**config.mk**
```make
export PLATFORM = sky130hd
export DESIGN_NAME = filter_stage
export DESIGN_NICKNAME = d
export VERILOG_FILES = /design/src/rtl/filter_stage.sv
export SDC_FILE = /design/constraint.sdc
export NUM_CORES = 1
export LEC_CHECK = 0
export ABC_AREA = 0
export CORE_MARGIN = 3
export CORE_UTILIZATION = 25
export DETAILED_ROUTE_END_ITERATION = 16
export PLACE_DENSITY_LB_ADDON = 0.1
export SYNTH_ARGS = -nofsm -noshare
export SYNTH_HDL_FRONTEND = slang
export SYNTH_SLANG_ARGS = --single-unit
```
**constraint.sdc**
```tcl
create_clock -name clk -period 4.4 [get_ports clk]
set_input_delay 0.88 -clock clk [delete_from_list [all_inputs] [get_ports clk]]
set_output_delay 0.88 -clock clk [all_outputs]
set_load 0.01 [all_outputs]
```
**src/rtl/filter_stage.sv**
```systemverilog
// 4-tap moving-average filter stage with valid/ready streaming on both sides.
// Optional build macro FILTER_ROUND_EN selects round-half-up instead of truncation.
module filter_stage #(
    parameter int unsigned FRAME_LEN = 16,
    parameter int unsigned DATA_W    = 8
) (
    input  logic              clk,
    input  logic              reset_n,
    input  logic              filter_enable,
    input  logic              in_valid,
    output logic              in_ready,
    input  logic [DATA_W-1:0] in_data,
    output logic              out_valid,
    input  logic              out_ready,
    output logic [DATA_W-1:0] out_data,
    output logic              filter_done,
    output logic              busy,
    output logic [7:0]        sample_count
);

    localparam int unsigned SUM_W = DATA_W + 2;
    localparam logic [7:0]  LAST_IDX = 8'(FRAME_LEN - 1);

    typedef enum logic [1:0] {
        S_IDLE,
        S_RUN,
        S_DRAIN,
        S_DONE
    } state_t;

    state_t            state_q, state_d;
    logic [DATA_W-1:0] h1_q, h1_d;
    logic [DATA_W-1:0] h2_q, h2_d;
    logic [DATA_W-1:0] h3_q, h3_d;
    logic [DATA_W-1:0] out_data_q, out_data_d;
    logic              out_valid_q, out_valid_d;
    logic [7:0]        count_q, count_d;

    logic              accept;
    logic              xfer;
    logic [SUM_W-1:0]  sum;
    logic [SUM_W-1:0]  sum_adj;
    logic [DATA_W-1:0] result;

    // Input may be taken only while the output register is free or draining now.
    assign in_ready = (state_q == S_RUN) && (!out_valid_q || out_ready);
    assign accept   = in_valid && in_ready;
    assign xfer     = out_valid_q && out_ready;

    assign sum = SUM_W'(in_data) + SUM_W'(h1_q) + SUM_W'(h2_q) + SUM_W'(h3_q);
`ifdef FILTER_ROUND_EN
    assign sum_adj = sum + SUM_W'(2);
`else
    assign sum_adj = sum;
`endif
    assign result = DATA_W'(sum_adj >> 2);

    always_ff @(posedge clk or negedge reset_n) begin
        if (!reset_n) begin
            state_q     <= S_IDLE;
            h1_q        <= '0;
            h2_q        <= '0;
            h3_q        <= '0;
            out_data_q  <= '0;
            out_valid_q <= 1'b0;
            count_q     <= '0;
        end else begin
            state_q     <= state_d;
            h1_q        <= h1_d;
            h2_q        <= h2_d;
            h3_q        <= h3_d;
            out_data_q  <= out_data_d;
            out_valid_q <= out_valid_d;
            count_q     <= count_d;
        end
    end

    always_comb begin
        state_d     = state_q;
        h1_d        = h1_q;
        h2_d        = h2_q;
        h3_d        = h3_q;
        out_data_d  = out_data_q;
        out_valid_d = out_valid_q;
        count_d     = count_q;

        case (state_q)
            S_IDLE: begin
                if (filter_enable) begin
                    state_d = S_RUN;
                    h1_d    = '0;
                    h2_d    = '0;
                    h3_d    = '0;
                    count_d = '0;
                end
            end
            S_RUN: begin
                if (accept && (count_q == LAST_IDX)) begin
                    state_d = S_DRAIN;
                end
            end
            S_DRAIN: begin
                if (!out_valid_q || out_ready) begin
                    state_d = S_DONE;
                end
            end
            S_DONE: begin
                state_d = S_IDLE;
            end
            default: begin
                state_d = S_IDLE;
            end
        endcase

        // A new accept in the same cycle as a transfer keeps the output full.
        if (xfer) begin
            out_valid_d = 1'b0;
        end
        if (accept) begin
            out_valid_d = 1'b1;
            out_data_d  = result;
            h3_d        = h2_q;
            h2_d        = h1_q;
            h1_d        = in_data;
            count_d     = count_q + 8'd1;
        end
    end

    assign out_valid    = out_valid_q;
    assign out_data     = out_data_q;
    assign filter_done  = (state_q == S_DONE);
    assign busy         = (state_q != S_IDLE);
    assign sample_count = count_q;

endmodule
```
==> impl_metrics.py <==
metrics = {
    "grt": {
        "grt_antenna_before_repair": 0,
        "grt-ovfl-total": 0,
        "grt_max_degree": 44,
        "grt_pass1_wl_mm": 9.673,
        "grt_pass1_vias": 1907,
        "grt_usage_pct": 10.43,
    },
    "clock_network": {
        "cts_tree": "yes",
        "cts_buffers": 5,
        "clock_path_buffers": 2,
        "cts.sinks": 43,
        "cts_setup_buffers": 0,
        "cts_hold_buf": 0,
        "clockRootBuffer": "clkbuf_8",
        "path_clk_slew_ns": 0.08,
        "insertion_delay_ns": 0.29,
        "htree_levels": 2,
        "cts.repair.resized": 0,
    },
    "sta": {
        "tns_ns": 0,
        "hold_viol": 0,
        "max_freq_mhz": 279.7,
        "relSlewSlack_pct": 32.10,
        "holdWs_ns": 0.4877,
        "rsz0062_at_grt": "no",
        "worst_slew_pin_slew_ns": 1.019,
        "period_share_pct": 81.24,
        "timing.final.max_slew_violations": 0,
        "fin_skew_ns": 0.003229,
        "fin_ws_ns": 0.8254,
        "fin_crit_ns": 3.575,
        "finalSetupViolCount": 0,
    },
    "worst_hold_path": {
        "hold_class": "reg2reg",
    },
    "synthesis": {
        "synth-xor-area-share_pct": 0.9813,
        "synth_top_area_share_pct": 40.19,
        "yosysTopAreaCell": "dfrtp_1",
        "yosysMostFrequentCell": "inv_1",
        "syn_inst": 275,
        "yosys_register_bits": 43,
        "muxShareOfSynthArea_pct": 2.664,
        "synth_compound_area_share_pct": 15.19,
        "ys_top_cells_by_area": "dfrtp_1, fa_1, inv_1",
        "yosys_most_used_dff": "dfrtp_1",
        "synthSimpleGateAreaFrac_pct": 12.24,
        "synth_cell_types": 47,
        "synth-edff-count": 0,
        "synthAdderAreaFrac_pct": 18.04,
        "syn_area_sq_um": 2678,
        "seq_area_frac_synth_pct": 40.19,
        "synth_commonest_cells": "inv_1, dfrtp_1, nand2_1, o21ai_1, fa_1",
        "synth_top_family_by_area": "adder cells",
        "synth_nets": 317,
        "yosys_warnings": 0,
        "syn_avg_cell_area_sq_um": 9.737,
        "async_flop_share_pct": 100.0,
    },
    "route": {
        "wire_per_inst_microns": 12.54,
        "drtPass1Iterations": 4,
        "first_iter_violations": 46,
        "via_count": 1866,
        "ant_nets": 0,
        "avgViaCountPerCell": 4.231,
        "drt-total-wl_mm": 5.531,
        "drc_errors": 0,
    },
    "setup_path": {
        "worstPathRequired_ns": 4.63,
        "crit_path_end_kind": "register",
        "cp-start-kind": "input port",
        "crit_type": "in2reg",
        "crit_arrival_ns": 3.81,
        "worstPathMaxFanout": 2,
    },
    "finish": {
        "areaGrowthSynthToFinish_pct": 18.41,
        "fin_cells": 441,
        "n_fill_cell": 1137,
        "design_area_sq_um": 3171,
        "drive_above_1_share_pct": 5.574,
        "antenna_cells": 0,
        "fin_nets": 346,
    },
    "outcome": {
        "status": "completed",
    },
    "floorplan": {
        "boundaryPins": 33,
        "rows": 37,
        "fp.dieW_microns": 109.5,
        "fp.coreArea_sq_um": 10370,
        "die-area_sq_um": 11990,
        "die_h_microns": 109.5,
        "initial_utilization_pct": 25.82,
    },
    "place": {
        "port_buffers": 32,
        "dp_hpwl_mm": 3.939,
        "placed_area_sq_um": 3087,
        "gp_congestion": 0.7459,
        "dp_slack_ns": 0.5147,
        "place_inst": 433,
    },
    "power": {
        "p_leak_nw": 1.428,
        "irDropWorstVdd_mv": 0.2372,
        "p_per_area_nw_per_um2": 772.5,
    },
    "flow_run": {
        "cap_violations": 0,
    },
}
[layout make-up]
type | count | area, sq um | area share (%)
sequential | 43 | 1076 | 33.94
clock buffer | 5 | 68.82 | 2.170
clock inverter | 3 | 15.01 | 0.4736
multi-input combinational | 167 | 1315 | 41.48
tap | 136 | 170.2 | 5.367
timing repair buffer | 33 | 322.8 | 10.18
inverter | 54 | 202.7 | 6.393
[power by group]
part	total [mW]	switching (mW)	leakage (nW)	internal [mW]
Clock	0.253	0.144	0.0477	0.109
Sequential	0.643	0.0928	0.571	0.550
Combinational	1.55	0.912	0.809	0.641
Total	2.45	1.15	1.43	1.30
[routing by layer]
metal | GRT usage (%) | wire length, microns
met3 | 2.173 | 220
met5 | 0 | 0
met4 | 3.740 | 86
met1 | 13.93 | 2743
met2 | 16.70 | 2481
[kinds of logic (layout without fill, tap and decap cells)]
| group | count (synthesis) | in the layout |
|---|---|---|
| buffers and inverters | 65 | 95 |
| muxes | 7 | 7 |
| DFF | 43 | 43 |
| xor gates and xnor gates | 3 | 3 |
| adders and majority gates | 29 | 29 |
| and+or+nand+nor | 67 | 67 |
| AOI/OAI and AO/OA | 61 | 61 |
[final timing paths]
path                            start           to  slack (ns)  depth (start not counted)
min in group asynchronous     reset_n      h1_q[2]        0.67                          2
max in group asynchronous     reset_n  out_data[4]        3.34                          2
max                        in_data[1]  out_data[5]        0.83                         12
min reg2reg                   h2_q[4]      h2_q[4]        0.49                          2
min                           h2_q[4]      h2_q[4]        0.49                          2
max reg2reg                   h1_q[1]  out_data[5]        1.55                         11
[through the flow]
step / util (%) / power, mW
floorplan: - / 1.831
global placement: 29.77 / 2.240
detailed placement: 29.77 / 2.241
CTS: 30.57 / 2.512
global route: 30.57 / 2.774
finish: 30.57 / 2.449
[worst max-delay path: stages]
cell and delay, ns:
clkdlybuf4s50_1 0.45, inv_1 0.06, fa_1 0.53, inv_1 0.05
fa_1 0.46, nand2_1 0.08, nor2_1 0.05, fa_1 0.40
a21oi_1 0.23, o21ai_1 0.12, a2111o_1 0.42, nand3_1 0.07
[registers in the layout, summed over array words and instances, names as in the netlist]
signal        cells
h2_q              8
out_valid         1
out_data          8
sample_count      8
state_q           2
h3_q              8
h1_q              8
[cells in the final DEF, fill, tap and decap left out, drive strengths merged, types with 6 or more instances in the layout]
master         synthesis  final
a21oi                  6      6
dfrtp                 43     43
clkdlybuf4s50          0     31
inv                   54     54
o21ai                 32     32
nand2                 40     40
ha                    13     13
mux2i                  6      6
fa                    16     16
No activity file was read; power rests on OpenSTA's default activity.
